--- src/rtl/answer_judge.sv ---
// ---------------------------------------------------------------------------
// answer_judge
//   Judges a quiz answer. The target is a 3-digit BCD number, and the answer
//   is three 2-digit BCD factors A, B and C. The block converts everything to
//   binary and forms A*B*C with a serial shift-add multiplier that handles one
//   multiplier bit per cycle. It then compares the product with the target
//   and reports OK or NG.
//   Latency is fixed at 3+2*FACT_W cycles from the accepting edge to VALID.
//
// Optional feature macro: JUDGE_PRIME_CHECK_EN
//   When it is defined, every nonzero raw factor must be prime. A factor that
//   is not prime forces NG, even when the product matches.
//
// Ports
//   CLK       in   clock; all state changes on the rising edge
//   RST       in   asynchronous reset, active high
//   START     in   1-cycle judge request; accepted only when idle and not VALID
//   QUESTION  in   [11:0]  BCD target {hundreds,tens,units}
//   ANSWER    in   [23:0]  BCD {A_t,A_u,B_t,B_u,C_t,C_u}
//   BUSY      out  high from the cycle after acceptance through the VALID cycle
//   VALID     out  1-cycle pulse; the held outputs below update in this cycle
//   OK / NG   out  held verdict; the two are never high together
//   BCD_ERR   out  held; some nibble of the judged request was > 9
//   PRODUCT   out  [PROD_W-1:0] held A*B*C, with zero factors mapped to 1
// ---------------------------------------------------------------------------
module answer_judge #(
   parameter int FACT_W = 7,
   parameter int PROD_W = 21
) (
   input  logic              CLK,
   input  logic              RST,
   input  logic              START,
   input  logic [11:0]       QUESTION,
   input  logic [23:0]       ANSWER,
   output logic              BUSY,
   output logic              VALID,
   output logic              OK,
   output logic              NG,
   output logic              BCD_ERR,
   output logic [PROD_W-1:0] PRODUCT
);

   localparam int CNT_W = (FACT_W > 1) ? $clog2(FACT_W) : 1;

   typedef enum logic [2:0] {S_IDLE, S_LOAD, S_MUL1, S_MUL2, S_CMP} state_t;

   // Two-digit BCD to binary. An out-of-range nibble still yields some value.
   // That value only reaches PRODUCT, because such a request is forced to NG.
   function automatic logic [FACT_W-1:0] bcd2bin(input logic [7:0] d);
      logic [7:0] v;
      v = (8'(d[7:4]) * 8'd10) + 8'(d[3:0]);
      return FACT_W'(v);
   endfunction

   state_t              r_state, w_state_nxt;
   logic [11:0]         r_q_bcd;
   logic [23:0]         r_ans_bcd;
   logic [11:0]         r_q_bin;
   logic [FACT_W-1:0]   r_c;
   logic                r_err;
   logic                r_all_zero;
   logic [PROD_W-1:0]   r_acc;
   logic [PROD_W-1:0]   r_mcand;
   logic [FACT_W-1:0]   r_mplier;
   logic [CNT_W-1:0]    r_cnt;
   logic                r_valid, r_ok, r_ng, r_bcd_err;
   logic [PROD_W-1:0]   r_product;

   logic                w_accept, w_last, w_nib_err, w_prime_fail, w_ok;
   logic [FACT_W-1:0]   w_a_raw, w_b_raw, w_c_raw;
   logic [11:0]         w_q_bin;
   logic [PROD_W-1:0]   w_acc_nxt;

   // Conversion of the latched request. It is used only in LOAD.
   assign w_a_raw = bcd2bin(r_ans_bcd[23:16]);
   assign w_b_raw = bcd2bin(r_ans_bcd[15:8]);
   assign w_c_raw = bcd2bin(r_ans_bcd[7:0]);
   assign w_q_bin = (12'(r_q_bcd[11:8]) * 12'd100) + (12'(r_q_bcd[7:4]) * 12'd10)
                  + 12'(r_q_bcd[3:0]);

   always_comb begin
      w_nib_err = 1'b0;
      for (int i = 0; i < 6; i++)
         if (r_ans_bcd[i*4 +: 4] > 4'd9) w_nib_err = 1'b1;
      for (int i = 0; i < 3; i++)
         if (r_q_bcd[i*4 +: 4] > 4'd9) w_nib_err = 1'b1;
   end

   // One shift-add step. Both multiply phases share it.
   assign w_acc_nxt = r_mplier[0] ? (r_acc + r_mcand) : r_acc;
   assign w_last    = (r_cnt == CNT_W'(FACT_W - 1));

`ifdef JUDGE_PRIME_CHECK_EN
   logic r_prime_bad;

   function automatic logic is_prime(input logic [FACT_W-1:0] v);
      case (7'(v))
         7'd2,  7'd3,  7'd5,  7'd7,  7'd11, 7'd13, 7'd17, 7'd19, 7'd23,
         7'd29, 7'd31, 7'd37, 7'd41, 7'd43, 7'd47, 7'd53, 7'd59, 7'd61,
         7'd67, 7'd71, 7'd73, 7'd79, 7'd83, 7'd89, 7'd97: return 1'b1;
         default: return 1'b0;
      endcase
   endfunction

   always_ff @(posedge CLK or posedge RST) begin
      if (RST)
         r_prime_bad <= 1'b0;
      else if (r_state == S_LOAD)
         r_prime_bad <= ((w_a_raw != '0) && !is_prime(w_a_raw))
                     || ((w_b_raw != '0) && !is_prime(w_b_raw))
                     || ((w_c_raw != '0) && !is_prime(w_c_raw));
   end

   assign w_prime_fail = r_prime_bad;
`else
   assign w_prime_fail = 1'b0;
`endif

   // The verdict is formed in CMP and registered on the edge that raises VALID.
   assign w_ok = (r_acc == PROD_W'(r_q_bin)) && !r_err && !r_all_zero
              && (r_q_bin != 12'd0) && !w_prime_fail;

   // ---- FSM: state register ----
   always_ff @(posedge CLK or posedge RST) begin
      if (RST) r_state <= S_IDLE;
      else     r_state <= w_state_nxt;
   end

   // ---- FSM: next state ----
   always_comb begin
      w_state_nxt = r_state;
      case (r_state)
         S_IDLE:  if (w_accept) w_state_nxt = S_LOAD;
         S_LOAD:  w_state_nxt = S_MUL1;
         S_MUL1:  if (w_last) w_state_nxt = S_MUL2;
         S_MUL2:  if (w_last) w_state_nxt = S_CMP;
         S_CMP:   w_state_nxt = S_IDLE;
         default: w_state_nxt = S_IDLE;
      endcase
   end

   // ---- FSM: outputs ----
   // The VALID cycle is spent in IDLE. r_valid blocks acceptance in that cycle
   // and keeps BUSY high through it.
   always_comb begin
      w_accept = (r_state == S_IDLE) && START && !r_valid;
      BUSY     = (r_state != S_IDLE) || r_valid;
      VALID    = r_valid;
      OK       = r_ok;
      NG       = r_ng;
      BCD_ERR  = r_bcd_err;
      PRODUCT  = r_product;
   end

   // ---- datapath ----
   always_ff @(posedge CLK or posedge RST) begin
      if (RST) begin
         r_q_bcd    <= '0;
         r_ans_bcd  <= '0;
         r_q_bin    <= '0;
         r_c        <= '0;
         r_err      <= 1'b0;
         r_all_zero <= 1'b0;
         r_acc      <= '0;
         r_mcand    <= '0;
         r_mplier   <= '0;
         r_cnt      <= '0;
         r_valid    <= 1'b0;
         r_ok       <= 1'b0;
         r_ng       <= 1'b0;
         r_bcd_err  <= 1'b0;
         r_product  <= '0;
      end else begin
         r_valid <= 1'b0;
         case (r_state)
            S_IDLE: begin
               if (w_accept) begin
                  r_q_bcd   <= QUESTION;
                  r_ans_bcd <= ANSWER;
               end
            end
            S_LOAD: begin
               // An unused (zero) factor acts as 1 so that it drops out of the product.
               r_mcand    <= PROD_W'((w_a_raw == '0) ? FACT_W'(1) : w_a_raw);
               r_mplier   <= (w_b_raw == '0) ? FACT_W'(1) : w_b_raw;
               r_c        <= (w_c_raw == '0) ? FACT_W'(1) : w_c_raw;
               r_q_bin    <= w_q_bin;
               r_err      <= w_nib_err;
               r_all_zero <= (w_a_raw == '0) && (w_b_raw == '0) && (w_c_raw == '0);
               r_acc      <= '0;
               r_cnt      <= '0;
            end
            S_MUL1, S_MUL2: begin
               if (w_last) begin
                  r_cnt <= '0;
                  if (r_state == S_MUL1) begin
                     // A*B becomes the multiplicand of the second pass.
                     r_mcand  <= w_acc_nxt;
                     r_acc    <= '0;
                     r_mplier <= r_c;
                  end else begin
                     r_acc <= w_acc_nxt;
                  end
               end else begin
                  r_cnt    <= r_cnt + CNT_W'(1);
                  r_acc    <= w_acc_nxt;
                  r_mcand  <= r_mcand << 1;
                  r_mplier <= r_mplier >> 1;
               end
            end
            S_CMP: begin
               r_valid   <= 1'b1;
               r_product <= r_acc;
               r_ok      <= w_ok;
               r_ng      <= !w_ok;
               r_bcd_err <= r_err;
            end
            default: ;
         endcase
      end
   end

endmodule

--- config.mk ---
export PLATFORM = sky130hd
export DESIGN_NAME = answer_judge
export DESIGN_NICKNAME = d
export VERILOG_FILES = /design/src/rtl/answer_judge.sv
export SDC_FILE = /design/constraint.sdc
export NUM_CORES = 1
export LEC_CHECK = 0
export ABC_CLOCK_PERIOD_IN_PS = 6100
export BUFFER_PORTS_ARGS = -buffer_cell sky130_fd_sc_hd__buf_4
export CAP_MARGIN = 20
export CORE_MARGIN = 1
export CORE_UTILIZATION = 35
export CTS_BUF_LIST = sky130_fd_sc_hd__clkbuf_16
export CTS_CLUSTER_SIZE = 20
export DETAILED_ROUTE_END_ITERATION = 12
export PLACE_DENSITY = 0.53
export SYNTH_ARGS = -nofsm -noshare
export SYNTH_HDL_FRONTEND = slang
export SYNTH_SLANG_ARGS = --single-unit
--- constraint.sdc ---
create_clock -name CLK -period 6.1 [get_ports CLK]
set_clock_uncertainty 0.05 [all_clocks]
set_input_delay 1.22 -clock CLK [delete_from_list [all_inputs] [get_ports CLK]]
set_output_delay 1.22 -clock CLK [all_outputs]
set_load 0.05 [all_outputs]
== Yosys cells after proc, flatten, opt, wreduce, memory -nomap -nowiden ==
Index checks and enable logic that the tools add are counted.

* Bits in registers: 137
* Output and inout port bits: 26
* Input port bits: 39

* Multiply operators: 5
* Order comparisons: 9
* Reductions and logical operators: 23
* Multiplexer cells: 29
* Add/sub/neg operators: 7
* Equal/unequal tests: 10

{| class="wikitable"
|+ Operators with widths
! operator !! count
|-
| $mux W21 || 5
|-
| $pmux W21 S2 || 2
|-
| $gt A4 B4 Y1 const B || 9
|-
| $mux W7 || 5
|-
| $add A21 B21 Y21 || 1
|-
| $add A7 B4 Y7 || 3
|-
| $eq A21 B12 Y1 || 1
|-
| $logic_not A7 Y1 || 3
|-
| $mul A4 B3 Y6 const B || 3
|-
| $pmux W7 S2 || 1
|-
| $add A11 B8 Y12 || 1
|-
| $add A12 B4 Y12 || 1
|-
| $mux W3 || 4
|-
| $pmux W3 S4 || 1
|-
| $reduce_bool A12 Y1 || 1
|-
| $mux W1 || 10
|-
| $mul A4 B5 Y9 const B || 1
|-
| $logic_and A1 B1 Y1 || 7
|-
| $mul A4 B3 Y7 const B || 1
|-
| $eq A3 B2 Y1 const B || 2
|-
| $eq A3 B3 Y1 const B || 2
|-
| $ne A2 B2 Y1 const B || 3
|-
| $pmux W3 S2 || 1
|-
| $logic_not A1 Y1 || 4
|-
| 10 further kinds || 11
|}

== Depth between registers and ports, before layout ==
* Word-level depth: 10
* Mapped depth: 12
* Gate-level depth less buffers: 12

== Worst setup path before layout ==
Ideal clock, no wire load.

* Kind: register to register
* Start: register r_q_bcd[5]
* End: register r_q_bin[9]
* Cell stages (with the launch flop): 13
* Library setup time: 134 ps
* Slack: 3212 ps
* Data arrival time: 2704 ps
* Buffers on the path: 0
* Data required time: 5916 ps
* Path through: dfrtp_1 > ha_1 > ha_1 > fa_1 > ha_1 > ha_1 > inv_1 > o21bai_1 > a21oi_1 > o21bai_1 > a21oi_1 > xnor2_1 > o21ai_0

* Word-level cells in the longest chain between the ends: 3

{| class="wikitable"
|+ RTL lines
! what !! RTL line !! RTL
|-
| start, declared || 56 || <nowiki>logic [11:0] r_q_bcd;</nowiki>
|-
| start signal, assigned || 158 || <nowiki>r_q_bcd <= '0;</nowiki>
|-
| start signal, assigned || 178 || <nowiki>r_q_bcd <= QUESTION;</nowiki>
|-
| $mul A4 B3 Y7 || 78 || <nowiki>assign w_q_bin = (12'(r_q_bcd[11:8]) * 12'd100) + (12'(r_q_bcd[7:4]) * 12'd10)</nowiki>
|-
| $add A11 B8 Y12 || 78 ||
|-
| $add A12 B4 Y12 || 79 || <nowiki>+ 12'(r_q_bcd[3:0]);</nowiki>
|-
| end signal, assigned || 187 || <nowiki>r_q_bin <= w_q_bin;</nowiki>
|-
| end, declared || 58 || <nowiki>logic [11:0] r_q_bin;</nowiki>
|}

No other way between the ends.
A chain may end at the register's enable or synchronous reset.

== Worst setup path after layout ==
Ends and elaborated chain as after synthesis.

==> metrics <==
R2R cell count=12; post-synth cell types=64; CTS max path bufs=2; initial core utilization=0.356; WHS Endpoint=r_q_bin[0]; CP endpoint kind=flop; Residual DRC=0; initial DRC count=between 200 and 300; All-Layer GR Usage=0.172; WL per Instance=16.3 µm; Crit Reg-Reg Endpoint=r_q_bin[9]; Post-Place Setup Slack=3.01 ns; area of the multi-input gates=approximately 0.0047 mm²; PostCTS Resize Cnt=0; Ports=65; crit path launch type=flop; mapped cell area=0.00836 mm²; layout cells sized above 1=0.188; min cycle time layout=3.10 ns; FILL cells=2342; final worst path period share=0.509; crit path cell chain=ha_1, ha_1, fa_1, ha_1, ha_1, inv_1, o21bai_1, a21oi_1, o21bai_1, a21oi_1, xnor2_1, o21ai_0; maximum fanout along the worst path=4; Port Buffers=64; highest clock rate=322 MHz; P&R area growth vs syn=16.6%; Nets=approximately 1.0k; die width=157 µm; CP peak stage delay=0.44 ns; Post-Syn Area per Cell=10.0 µm²; status=complete, no violations; CP required=approximately 6.3 ns; Post-Syn Instances=around 830; most used cell along the critical path=ha_1; Post-CTS Hold Buffers=0; max-cap violations=0; Root Buffer=clkbuf_16; Worst EP arrival=3.32 ns; Num CTS Buffers=17; Setup CP Type=flop to flop; leading cell type in the layout, fill and taps excluded=dfrtp_1; number of flops mapped to enable cells by yosys=0; setup slack, reg-to-reg=3.00 ns; RSZ-0062 raised after global routing=false; asr flop ratio synth=1.00; drt pass-1 iters=4; post-detail-place hpwl=14600 µm; DRT Wirelength=20000 µm; Post-CTS Repair Setup Buffers=0; worst-margin pin slew=just under 1 ns; Synth Flop Type=dfrtp_1; synthesis warning total=0; drt via density=5.04; most frequent cells in the layout=dfrtp_1, nand2_1, buf_4; Detail Route Antenna Nets=0; metal2 WL=9320 µm; worst r2r src=r_q_bcd[5]; total gr overflow=0; LEAKAGE=0.00458 µW; Slew Limit Headroom=0.338; syn nets=949; Seq/Total Area, Yosys=0.410; antenna violations before repair=0; hold path start=r_q_bcd[0]; largest area contributor in the netlist=dfrtp_1; first-pass GRT wire length=32600 µm; Hold Vio Cnt, Final=0; DRT met1 WL=just under 10000 µm; gpl congestion=around 0.83; max-slew violations=0; post-route insts no fill=1223; Final WS setup=roughly 3.0 ns; Via Count=about 6.2k; setup TNS=0 ns; sequential cell area=0.00343 mm²; Worst VDD drop=~0.28 mV; CTS H-tree lvls=4; Synth Register Bits=between 100 and 150; clock transition at the registers of the reported paths=0.06 ns; hold depth=2; pwr dens=637 mW/mm²; Setup-failing EPs final=0; Yosys top cell area share=0.410; DR top layer=met4; CTS tree=done; Die ar.=0.0245 mm²; clk sinks=137; slowest stage cell on the critical path=fa_1; # diodes=0; metal3 WL=827 µm; number of global-route vias before repair=slightly above 6k; Core Box Area=0.0235 mm²; Hold Crit Class=flop to flop; DIE HEIGHT=157 µm; top cells by area, synth=dfrtp_1, ha_1, mux2_2; largest net degree at the start of global routing=86; placed cell count=1191; Clock Latency Late Sink=around 0.43 ns; # rows=56
==> area by class of cell <==
class,count,area share
Clock buffer,17,0.0436
Clock inverter,15,0.0157
Inverter,30,0.0121
Multi-Input combinational cell,633,0.481
Sequential cell,137,0.352
Tap cell,319,0.0409
Timing Repair Buffer,72,0.0554
==> power breakdown <==
part           internal (µW)  switching [µW]
registers               1260             403
clock network            601             422
logic                   1560            1980
total                   3420            2800
==> metal layers <==
metal / global-route usage / vias up
met2: 0.272 / 98
met3: 0.0393 / 14
met5: 0 / -
met4: 0.0420 / 0
li1: - / 3080
met1: 0.238 / 2973
==> state kept, by name (all words and copies together), names as in the netlist <==
register	flops
NG	1
r_c	7
r_all_zero	1
r_ans_bcd	24
PRODUCT	21
r_mcand	21
BCD_ERR	1
r_q_bcd	12
r_err	1
r_state	3
OK	1
r_acc	21
VALID	1
r_mplier	7
r_cnt	3
r_q_bin	12
==> worst max-delay path, delay by kind of cell (launching register included) <==
family	cells	cell delay, ns
XOR/XNOR	1	0.13
flip-flops	1	0.41
AO/OA/AOI/OAI	5	0.68
buffers and inverters	1	0.10
adder cells (fa/ha/maj)	5	1.56
==> per-stage QoR <==
stage | total power, µW | area (µm²) | util | hold slack (ns)
2_1_floorplan | 4320 | 8360 | - | 0.383
3_3_place_gp | 5180 | 9170 | 0.391 | 0.396
3_5_place_dp | 5220 | 9170 | 0.391 | 0.414
4_1_cts | 6270 | 9750 | 0.415 | 0.431
5_1_grt | 6790 | 9750 | 0.415 | 0.454
6_report | 6220 | 9750 | 0.415 | 0.430
==> cell families (layout without fill, tap and decap cells) <==
family,after synthesis,in the layout,share of synthesized area
multiplexers,69,69,0.0914
flip-flops,137,137,0.410
AND/OR/NAND/NOR,217,217,0.120
adder cells (fa/ha/maj),77,77,0.126
buffers and inverters,63,134,0.0305
AO/OA/AOI/OAI,211,211,0.161
XOR/XNOR,59,59,0.0618
==> cells in the mapped netlist, types with 3 or more instances <==
master    count
nor4_1        8
a22o_1       17
fa_1         12
mux2i_1      10
ha_1         65
o21ai_0      38
nor2b_1      10
a32oi_1       3
a21oi_1      49
clkbuf_1     20
or3_1         3
mux2_2       56
nand2b_1      9
buf_2         9
mux2_1        3
nand3_1      10
o21a_1        5
o31ai_1       3
o211ai_1      3
inv_1        29
dfrtp_1     137
xor2_1       29
nor2_1       30
nand2_1     113
o21bai_1      8
nand4_1       8
o21ai_1      34
nor3_1        9
a21o_1       16
a31oi_1       8
a211oi_1      7
xnor2_1      30
==> how the worst max path moves through the flow <==
stage | startpoint | end | slack [ns]
6_report | r_q_bcd[5] | r_q_bin[9] | 3.00
5_1_grt | r_q_bcd[5] | r_q_bin[9] | 2.79
4_1_cts | r_q_bcd[5] | r_q_bin[9] | 2.99
3_5_place_dp | r_q_bcd[5] | r_q_bin[9] | 3.01
3_3_place_gp | r_q_bcd[5] | r_q_bin[9] | 3.02
2_1_floorplan | RST | BCD_ERR | 1.16
Power figures use the tool's default switching activity.
